**config.mk**
```make
export PLATFORM = sky130hd
export DESIGN_NAME = bram_port_ctrl
export DESIGN_NICKNAME = d
export VERILOG_FILES = /design/src/rtl/bram_port_ctrl.sv
export SDC_FILE = /design/constraint.sdc
export NUM_CORES = 1
export LEC_CHECK = 0
export BUFFER_PORTS_ARGS = -buffer_cell sky130_fd_sc_hd__buf_2
export CAP_MARGIN = 25
export CORE_ASPECT_RATIO = 1.75
export CORE_MARGIN = 1.5
export CORE_UTILIZATION = 39
export CTS_BUF_LIST = sky130_fd_sc_hd__clkbuf_4
export CTS_CLUSTER_SIZE = 25
export DETAILED_ROUTE_END_ITERATION = 6
export PLACE_DENSITY = 0.82
export SETUP_SLACK_MARGIN = 0.5
export SYNTH_ARGS = -nofsm -noshare
export SYNTH_HDL_FRONTEND = slang
export SYNTH_SLANG_ARGS = --single-unit
```
**constraint.sdc**
```tcl
create_clock -name clk -period 1.61 [get_ports clk]
set_input_delay 0.0805 -clock clk [delete_from_list [all_inputs] [get_ports clk]]
set_output_delay 0.0805 -clock clk [all_outputs]
set_load 0.02 [all_outputs]
```
**src/rtl/bram_port_ctrl.sv**
```systemverilog
// rtl/bram_port_ctrl.sv - CPU bus to byte-masked synchronous BRAM port controller
//
// Bridges a valid/ready CPU request bus onto a single-port 32-bit BRAM with
// four byte lanes and a one-cycle registered read. Requests outside the
// address window are ignored. Optionally zero-fills the BRAM after reset.
//
// Ports:
//   clk         clock, all logic on the rising edge
//   resetn      asynchronous active-low reset
//   cpu_valid   request valid, held with addr/wdata/wstrb until cpu_ready
//   cpu_addr    byte address (bits [1:0] ignored)
//   cpu_wdata   write data
//   cpu_wstrb   byte strobes, 0 = read
//   cpu_ready   registered one-cycle completion pulse
//   cpu_rdata   registered read data, valid with cpu_ready after a read
//   init_done   high once the post-reset clear has finished
//   bram_addr   BRAM word address
//   bram_wdata  BRAM write data
//   bram_wmask  BRAM byte write enables
//   bram_rdata  BRAM read data, valid the cycle after bram_addr

module bram_port_ctrl #(
  parameter int          WIDTH          = 8,
  parameter logic [31:0] BASE_ADDR      = 32'h0000_0000,
  parameter bit          CLEAR_ON_RESET = 1'b0
) (
  input  logic             clk,
  input  logic             resetn,
  input  logic             cpu_valid,
  input  logic [31:0]      cpu_addr,
  input  logic [31:0]      cpu_wdata,
  input  logic [3:0]       cpu_wstrb,
  output logic             cpu_ready,
  output logic [31:0]      cpu_rdata,
  output logic             init_done,
  output logic [WIDTH-1:0] bram_addr,
  output logic [31:0]      bram_wdata,
  output logic [3:0]       bram_wmask,
  input  logic [31:0]      bram_rdata
);

  typedef enum logic [1:0] {
    CLEAR   = 2'd0,
    IDLE    = 2'd1,
    RD_WAIT = 2'd2,
    ACK     = 2'd3
  } state_t;

  localparam state_t RESET_STATE = CLEAR_ON_RESET ? CLEAR : IDLE;

  state_t           state;
  state_t           state_n;
  logic [WIDTH-1:0] clr_cnt;
  logic             clr_last;
  logic             hit;
  logic [WIDTH-1:0] word_addr;
  logic             unused_addr_bits;

  assign hit              = cpu_valid && (cpu_addr[31:WIDTH+2] == BASE_ADDR[31:WIDTH+2]);
  assign word_addr        = cpu_addr[WIDTH+1:2];
  assign clr_last         = (clr_cnt == {WIDTH{1'b1}});
  assign unused_addr_bits = ^cpu_addr[1:0];

  always_ff @(posedge clk or negedge resetn) begin
    if (!resetn) begin
      state     <= RESET_STATE;
      clr_cnt   <= {WIDTH{1'b0}};
      cpu_ready <= 1'b0;
      cpu_rdata <= 32'h0;
      init_done <= !CLEAR_ON_RESET;
    end else begin
      state <= state_n;
      // Ready is registered from the next state so it is high exactly in ACK.
      cpu_ready <= (state_n == ACK);
      if (state == CLEAR) begin
        clr_cnt <= clr_cnt + 1'b1;
        if (clr_last) begin
          init_done <= 1'b1;
        end
      end
      // BRAM data for the address presented in IDLE is valid during RD_WAIT.
      if (state == RD_WAIT) begin
        cpu_rdata <= bram_rdata;
      end
    end
  end

  always_comb begin
    state_n    = state;
    bram_addr  = word_addr;
    bram_wdata = cpu_wdata;
    bram_wmask = 4'h0;
    case (state)
      CLEAR: begin
        bram_addr  = clr_cnt;
        bram_wdata = 32'h0;
        bram_wmask = 4'hF;
        if (clr_last) begin
          state_n = IDLE;
        end
      end
      IDLE: begin
        if (hit) begin
          if (cpu_wstrb != 4'h0) begin
            // Write commits at the end of this cycle only.
            bram_wmask = cpu_wstrb;
            state_n    = ACK;
          end else begin
            state_n = RD_WAIT;
          end
        end
      end
      RD_WAIT: begin
        state_n = ACK;
      end
      ACK: begin
        // The CPU still holds the finished request here, so it must not be
        // decoded again.
        state_n = IDLE;
      end
      default: begin
        state_n = IDLE;
      end
    endcase
  end

endmodule
```
Yosys cells after proc, flatten, opt, wreduce, memory -nomap -nowiden
Index checks and enable logic that the tools add are counted.

Add/subtract/negate cells: 1. Eq/ne operators: 5. Multiplexer cells: 9. Reduce and logical (&&, ||, !) cells: 4.

Operators by type and width (number): $mux 32 (1); $logic_not 22->1 (1); $add 8x1->8 const B (1); $eq 8x8->1 const B (1); $mux 4 (2); $mux 8 (1); $pmux 2 s4 (1); $pmux 4 s2 (1); $eq 2x2->1 const B (3); $mux 2 (2); $reduce_bool 4->1 (1); $eq 2x1->1 const B (1); $logic_not 2->1 (1); $logic_and 1x1->1 (1); $mux 1 (1).

Register bits after elaboration: 43. Word-level logic and storage cells: 23.

Logic depth before layout (Yosys ltp)
Gate-level depths: netlist of the first run.

Depth after elaboration: 5. Gate-level depth with buffers: 6. Depth with buffers taken out: 4.

Least setup slack after synthesis of the first run
No wires, ideal clock.

Path kind: reg2reg. From: register state[0]. To: register cpu_rdata[12]. Data arrival time: 1.389 ns. Data required time: 1.545 ns. Path slack: 0.156 ns. Cell stages (with the launch flop): 7. Period minus slack after synthesis: 1.454 ns. Cell sequence: dfstp_2 buf_2 nand2b_1 clkbuf_1 clkbuf_1 nand2_1 nand2_1.

Longest elaborated chain between the ends: 1.

RTL lines: start: declaration (RTL line 51) `state_t state;`; start signal: assignment (RTL line 72) `state <= state_n;`; $eq 2x2->1 (RTL line 82) `if (state == RD_WAIT) begin`; end signal: assignment (RTL line 83) `cpu_rdata <= bram_rdata;`; end: declaration (RTL line 34) `output logic [31:0] cpu_rdata,`.

No other way between the ends. A chain may end at the register's enable or synchronous reset.

Worst setup path after layout of the first run
From: register state[1]. To: output bram_addr[0].

Longest elaborated chain between the ends: 2.

RTL lines: $logic_not 2->1 (RTL line 93) `case (state)`; $mux 8 (RTL line 93); end: declaration (RTL line 36) `output logic [WIDTH-1:0] bram_addr,`.

No other way between the ends.

==> flow_summary.ini, run 1 <==
[critical_path]
required_ns = 1.53
crit_fanout = 2
crit_path_end_kind = primary output
worst-setup-path-type = reg -> out
cp.arrival_ns = 1.63
critPathLaunchType = flip-flop

[timing]
setup_ws_ns = -0.0988
rsz0062_at_grt = true
setup_violations = 35
maxSlewViolCount = 0
tightest_slew_ns = 0.636
clock_skew_ns = 0.0171
fmax_mhz = 585
fin_crit_ns = 1.71
finalHoldViolCount = 0
slew_headroom_pct = 57.2
post-route-period-util_pct = 106

[clocking]
cts_buffers = 5
root_buffer = clkbuf_4
worstSkewPairLatency_ns = 0.35
cts_tree = done
htree_num_levels = 2
cts_buffer_depth = 2
clock_sinks = 43
clk_transition_reported_paths_ns = 0.12

[yosys]
yosysTopAreaCell = dfrtp_1
synth_area_leaders = dfrtp_1, nand2_1, nor2b_1
synth.net_count = 346
synth_edf_count = 0
yosysUniqueCellTypes = 30
avgSynthCellArea_sq_um = 8.77
netlist_instances = 242
synth-seq-cells = 43
ys_dominant_reg_cell = dfrtp_1
async_reset_ff_share_pct = 100
ys_seq_area_share_pct = 50.7
syn_area_sq_mm = 0.00212
synth_top_cell_area_share_pct = 49.5
yosys_warnings = 0

[drt]
via_per_inst = 5.15
drt.antenna.violating_nets = 0
route.detailed.wl_per_inst_microns = 19.1
wirelength_microns = 10200
first_pass_iters = 4
post-route-drc-count = 0
vias = 2759
drt_iter0_markers = 133

[die]
initial_core_util_pct = 40.4
ios = 181
die_w_microns = 58.8
rows = 35
die_y_microns = 101
dieArea_sq_mm = 0.00591
coreArea_sq_mm = 0.00526

[placed_design]
dpl.hpwl_microns = 5100
pre_cts_ws_ns = 0.205
numPlacedInstances = 469
portBuffers = 177
place_congestion = 0.747

[job]
cap_violations = 0

[cells_and_area]
drive_above_1_share_pct = 62.0
stdcell_count = 536
nNetsFinal = 584
antennaDiodeCount = 0
areaGrowthSynthToFinish_pct = 113
utilization_pct = 86.1

[global_route]
grt_pass1_vias = 2818
grt_overflow = 0
grt_usage_pct = 31.9
grt_max_degree = 44
grt_pass1_wl_microns = 13900
grt_antenna_before_repair = 0

[power]
power_density_mw_per_mm2 = 545
peakVddDrop_uv = 633
leakagePower_nw = 2.49

[hold_path]
hp-class = in -> reg

[run_status]
failed_checks = negative setup slack
status = finished with violations
[repair_timing]
action	in CTS	in global routing
gates cloned	7	0
endpoints found under the setup margin	85	87
pin swaps	5	9
setup buffers	15	4
hold buffers	33	0
hold endpoints to repair	74	0
gates resized for setup	91	48
[power by group]
part	total (mW)	leakage (nW)	switching [mW]	internal (mW)
Combinational	0.647	1.92	0.306	0.341
Sequential	1.15	0.523	0.0253	1.12
Clock	0.671	0.0426	0.351	0.320
[layer usage]
metal	part of all wire, %	GRT usage [%]	vias to the layer above
li1	-	-	1243
met1	31	28.2	1305
met2	56	60.9	168
met3	6.9	6.29	43
met4	5.7	21.0	0
met5	0	0	-
[path summary, 6_finish.rpt]
kind                               from           end  slack, ns  cells past startpoint
max in group asynchronous        resetn      state[0]       0.87                      3
min in group asynchronous        resetn    clr_cnt[7]       0.34                      3
min                        cpu_wstrb[2]      state[0]       0.14                      4
max                            state[1]  bram_addr[0]       -0.1                      5
min reg2reg                cpu_rdata[0]  cpu_rdata[0]       0.48                      2
max reg2reg                    state[0]    clr_cnt[1]          0                      7
[cell usage in the layout, fill, tap and decap left out, types with 3 or more instances in the layout]
cell type	Yosys	final
nand3_1	6	6
buf_6	0	43
mux2_4	0	8
xnor2_1	4	3
buf_16	0	4
xor2_1	3	3
buf_4	1	24
buf_2	4	135
clkbuf_4	0	5
nor4_1	3	3
a21oi_2	0	4
nand2_1	100	84
dlygate4sd3_1	0	33
nand2_2	0	14
nor2_4	2	4
dfrtp_1	42	42
nor2b_4	0	33
buf_12	0	6
[registers in the layout, summed over array words and instances (netlist names)]
name / cells
cpu_rdata: 32
state: 2
clr_cnt: 8
cpu_ready: 1
[through the flow]
step / hold slack (ns) / area [sq um] / setup TNS, ns / power, mW
global placement: 0.177 / 3390 / 0 / 1.64
global route: 0.149 / 4520 / -3.65 / 2.57
finish: 0.142 / 4520 / -1.52 / 2.46
CTS: 0.0813 / 4330 / -1.58 / 2.41
floorplan: -0.215 / 2480 / 0 / 1.41
detailed placement: 0.190 / 3390 / 0 / 1.65
[cell families (layout without fill, tap and decap cells)]
family | Yosys count | after routing | share of synthesized area (%)
mux | 9 | 9 | 4.77
simple gates | 157 | 157 | 35.3
buf+inv | 16 | 255 | 3.24
other cells | 1 | 1 | 0.177
flops | 43 | 43 | 50.7
fa+ha+maj | 1 | 1 | 0.589
xor+xnor | 7 | 7 | 2.89
compound gates | 8 | 8 | 2.30
[final cells by class]
type | instances | area (sq um)
repair buffers | 247 | 1930
flip-flops and latches | 43 | 1080
clock buffers | 5 | 37.5
clock inverters | 3 | 38.8
fillers | 253 | 732
multi-input cells | 183 | 1370
well taps | 55 | 68.8
[cell usage after synthesis (2+ instances only)]
| cell | number |
|---|---|
| or4_4 | 2 |
| nand2b_1 | 2 |
| buf_2 | 4 |
| nor2b_1 | 33 |
| a21oi_1 | 4 |
| xnor2_1 | 4 |
| mux2_2 | 9 |
| dfrtp_1 | 42 |
| nand3_1 | 6 |
| xor2_1 | 3 |
| clkbuf_1 | 10 |
| nor2_4 | 2 |
| and4_1 | 2 |
| nor2_1 | 2 |
| nor4_1 | 3 |
| nand2_1 | 100 |
[critical path, stage by stage (launching register included)]
cell and delay, ns:
dfrtp_1 0.44, nor2_4 0.16, buf_6 0.13, buf_8 0.10
mux2_2 0.33, buf_6 0.13
(Power assumes the default switching activity.)
==> inputs of run 2 (changes only) <==
- CORE_MARGIN: 1.5 -> 10
==> flow_summary.ini, run 2 (synthesis gave the netlist of run 1 again) <==
[hold_path]
hp-start = cpu_wstrb[1]
hp-class = in -> reg

[clocking]
clk_transition_reported_paths_ns = 0.12
cts_buffer_depth = 2
cts_tree = done
htree_num_levels = 2
worstSkewPairLatency_ns = 0.37
clock_sinks = 43
cts_buffers = 5
root_buffer = clkbuf_4

[global_route]
grt_pass1_vias = 2858
grt_max_degree = 44
grt_usage_pct = 20.8
grt_overflow = 0
grt_antenna_before_repair = 0
grt_pass1_wl_microns = 14400

[cells_and_area]
largest_reg_flops = 32
utilization_pct = 83.0
layout_commonest_cell = buf_2
drive_above_1_share_pct = 65.5
final_cell_mix = buf_2, nand2_1, dfrtp_1
top_regs = cpu_rdata: 32 flops, clr_cnt: 8 flops, state: 2 flops
n_fill_cell = 279
areaGrowthSynthToFinish_pct = 105
nNetsFinal = 573
antennaDiodeCount = 0
largest_register = cpu_rdata

[critical_path]
path_cells = nor2_4, buf_12, mux2_2, buf_2
startpoint = state[1]
r2r-end = clr_cnt[5]
crit_end = bram_addr[7]
worst-setup-path-type = reg -> out
crit_buf_inv = 2
worstSetupPathDepth = 4
path_delay_family = flip-flops
required_ns = 1.53
slowest_delay_ns = 0.43
r2r-start = state[1]
reg2reg_slack_ns = 0.17
r2r_cells = 5
crit_path_end_kind = primary output
critPathLaunchType = flip-flop
cp.arrival_ns = 1.63
crit_fanout = 12
slowest_stage = dfrtp_1

[timing]
clock_skew_ns = 0.0151
slew_headroom_pct = 61.5
setup_tns_ns = -0.828
rsz0062_at_grt = true
finalHoldViolCount = 0
setup_violations = 18
hold_ws_ns = 0.0956
tightest_slew_ns = 0.572
maxSlewViolCount = 0
fin_crit_ns = 1.71
setup_ws_ns = -0.0995
fmax_mhz = 585
post-route-period-util_pct = 106

[die]
dieArea_sq_mm = 0.00891
coreArea_sq_mm = 0.00526
rows = 35
die_w_microns = 75.8
die_y_microns = 118
initial_core_util_pct = 40.4
ios = 181

[drt]
via_per_inst = 5.03
met2_length_microns = 5870
wirelength_microns = 10300
top_layer = met4
post-route-drc-count = 0
first_pass_iters = 4
route.detailed.wl_per_inst_microns = 19.6
wl_met1_microns = 3110
met3WireLength_microns = 853
drt.antenna.violating_nets = 0
vias = 2640
drt_iter0_markers = 103

[run_status]
status = finished with violations
failed_checks = negative setup slack

[power]
leakagePower_nw = 2.36
peakVddDrop_uv = 518
total_power_mw = 2.46
power_density_mw_per_mm2 = 565

[placed_design]
pre_cts_ws_ns = 0.193
place_congestion = 0.799
portBuffers = 177
dpl.hpwl_microns = 6400

[job]
cap_violations = 0
-- run 2: cell types whose count changed in the layout (fill, tap and decap cells not counted), sizes merged --
| cell | previous run | this run |
|---|---|---|
| buf | 214 | 199 |
| clkbuf | 5 | 9 |
| clkinv | 2 | 1 |
| inv | 0 | 1 |
-- run 2: report_power, final --
| part | internal, mW | leakage, nW | total (mW) | switching (mW) |
|---|---|---|---|---|
| sequential | 1.12 | 0.522 | 1.15 | 0.0293 |
| combinational | 0.325 | 1.80 | 0.616 | 0.291 |
| clock | 0.328 | 0.0432 | 0.697 | 0.370 |
-- run 2: worst min-delay path by stage --
stage                     to  cells past startpoint
6_report            state[0]                      4
5_1_grt             state[0]                      4
4_1_cts             state[0]                      4
3_5_place_dp   cpu_rdata[17]                      2
2_1_floorplan     clr_cnt[0]                      0
3_3_place_gp   cpu_rdata[16]                      2
-- run 2: area by class of cell --
type                       instances  area (sq um)  share of cell area, %
clock buffer                       5          37.5                  0.861
clock inverter                     3          42.5                  0.976
multi-input combinational        183          1430                   32.7
sequential                        43          1080                   24.7
tap                               55          68.8                   1.58
timing repair buffer             236          1710                   39.1
-- run 2: worst min-delay path: stages --
cell,delay (ns)
buf_2,0.09
nor4_1,0.07
nand3_2,0.07
a211o_1,0.11
-- run 2: metal layers --
layer | up-vias | global-route usage [%]
met3 | 36 | 5.23
met5 | - | 0
met4 | 0 | 11.4
met1 | 1248 | 18.2
li1 | 1213 | -
met2 | 143 | 39.3
-- run 2: repair_timing --
item / 4_1_cts / 5_1_grt
hold buffers: 33 / 0
endpoints found under the setup margin: 85 / 86
pin swaps: 15 / 4
gates resized for setup: 97 / 15
setup buffers: 7 / 4
cloned: 1 / 5
endpoints found under the hold margin: 74 / 0
-- run 2: stage by stage --
step	cell area [sq um]	cells
2_1_floorplan	2480	242
5_1_grt	4360	525
6_report	4360	525
3_3_place_gp	3380	467
4_1_cts	4160	516
3_5_place_dp	3380	467
==> inputs of run 3 (changes only) <==
- CORE_UTILIZATION: 39 -> 36
- PLACE_DENSITY: 0.82 -> 0.79
- clock period: 1.61 -> 1.5 ns (I/O delays scaled with it)
==> flow_summary.ini, run 3 (synthesis gave the netlist of run 1 again) <==
[run_status]
status = finished with violations
failed_checks = negative setup slack

[hold_path]
hp-class = in -> async

[global_route]
grt_usage_pct = 23.0
grt_antenna_before_repair = 1
grt_pass1_vias = 3143
grt_overflow = 0
grt_pass1_wl_microns = 17200
grt_max_degree = 26

[power]
switchingPower_mw = 0.859
leakagePower_nw = 2.87
power_density_mw_per_mm2 = 552
peakVddDrop_uv = 775
swShare_pct = 29.8
clock_power_share_pct = 27.1
p_int_mw = 2.02
seq_power_share_pct = 43.2
comb_power_share_pct = 29.6

[cells_and_area]
top_regs = cpu_rdata: 32 flops, clr_cnt: 8 flops, state: 2 flops
areaGrowthSynthToFinish_pct = 146
final_cell_mix = buf_2, buf_6, dfrtp_1
drive_above_1_share_pct = 72.2
final_area_sq_mm = 0.00522
stdcell_count = 575
nNetsFinal = 599
layout_commonest_cell = buf_2
largest_register = cpu_rdata
largest_reg_flops = 32

[drt]
drt_iter0_markers = 198
first_pass_iters = 5
route.detailed.wl_per_inst_microns = 24.6
vias = 3000
wirelength_microns = 14200
via_per_inst = 5.22
post-route-drc-count = 0
drt.antenna.violating_nets = 0

[clocking]
worstSkewPairLatency_ns = 0.36
htree_num_levels = 2
clock_sinks = 43
cts_buffers = 5
clk_transition_reported_paths_ns = 0.16
cts_buffer_depth = 2
root_buffer = clkbuf_4
cts_tree = done

[die]
initial_core_util_pct = 36.7
die_y_microns = 122
coreArea_sq_mm = 0.00579
die_w_microns = 78.1
ios = 181
rows = 37
dieArea_sq_mm = 0.00949

[critical_path]
path_delay_family = flip-flops
crit_path_end_kind = primary output
slowest_stage = dfrtp_1
crit_fanout = 6
crit_buf_inv = 2
path_cells = nor2_4, clkbuf_16, mux2_4, buf_6
worst-setup-path-type = reg -> out
required_ns = 1.42
r2r_cells = 5
cp.arrival_ns = 1.68
critPathLaunchType = flip-flop
slowest_delay_ns = 0.44
worstSetupPathDepth = 4

[timing]
rsz0062_at_grt = true
fin_crit_ns = 1.76
setup_violations = 43
clock_skew_ns = 0.0220
setup_ws_ns = -0.258
finalHoldViolCount = 0
maxSlewViolCount = 0
post-route-period-util_pct = 117
fmax_mhz = 569

[placed_design]
place_area_sq_mm = 0.00348
place_congestion = 0.795
dpl.hpwl_microns = 6780
pre_cts_ws_ns = 0.0768
numPlacedInstances = 497
portBuffers = 177

[job]
cap_violations = 0
## run 3: power by group through the flow
stage | clock [mW] | combinational, mW | sequential, mW
6_report | 0.781 | 0.853 | 1.24
5_1_grt | 0.829 | 0.892 | 1.25
4_1_cts | 0.779 | 0.743 | 1.23
2_1_floorplan | 0 | 0.208 | 1.30
3_3_place_gp | 0 | 0.528 | 1.24
3_5_place_dp | 0 | 0.543 | 1.25
## run 3: final cells by class
type | count | area (sq um)
antenna | 1 | 2.50
clock buffer | 5 | 37.5
clock inverter | 3 | 46.3
fill | 213 | 572
multi-input combinational | 183 | 1630
sequential | 43 | 1080
tap | 78 | 97.6
timing repair buffer | 262 | 2330
## run 3: final timing paths
path                              start             to  slack (ns)
setup / recovery               state[1]   bram_addr[3]       -0.26
hold / removal                   resetn  cpu_rdata[12]        0.17
setup reg to reg               state[1]     clr_cnt[7]       -0.13
hold reg to reg            cpu_rdata[9]   cpu_rdata[9]        0.53
max in group asynchronous        resetn   cpu_rdata[2]        0.81
min in group clk           cpu_addr[11]       state[0]        0.22
## run 3: what timing repair did
action | 4_1_cts | 5_1_grt
hold buffers | 33 | 0
hold endpoints to repair | 58 | 0
endpoints found under the setup margin | 119 | 120
pin swaps | 36 | 13
cloned | 5 | 2
resized for setup | 183 | 93
buffers inserted | 21 | 8
## run 3: metrics by stage
| step | TNS, ns | hold slack (ns) | total power, mW | utilization (%) |
|---|---|---|---|---|
| floorplan | 0 | -0.221 | 1.51 | - |
| detailed placement | 0 | 0.0426 | 1.79 | 60.2 |
| global placement | 0 | 0.0384 | 1.77 | 60.2 |
| finish | -6.97 | 0.171 | 2.88 | 90.1 |
| global route | -8.25 | 0.197 | 2.97 | 90.1 |
| CTS | -6.01 | 0.167 | 2.76 | 82.2 |
## run 3: layer usage
| metal | routed length (microns) | track usage (%) | part of all wire (%) | vias up |
|---|---|---|---|---|
| li1 | - | - | - | 1272 |
| met1 | 4410 | 20.9 | 31 | 1449 |
| met2 | 7880 | 45.0 | 56 | 212 |
| met3 | 997 | 5.90 | 7.0 | 67 |
| met4 | 877 | 11.4 | 6.2 | 0 |
| met5 | 0 | 0 | 0 | - |
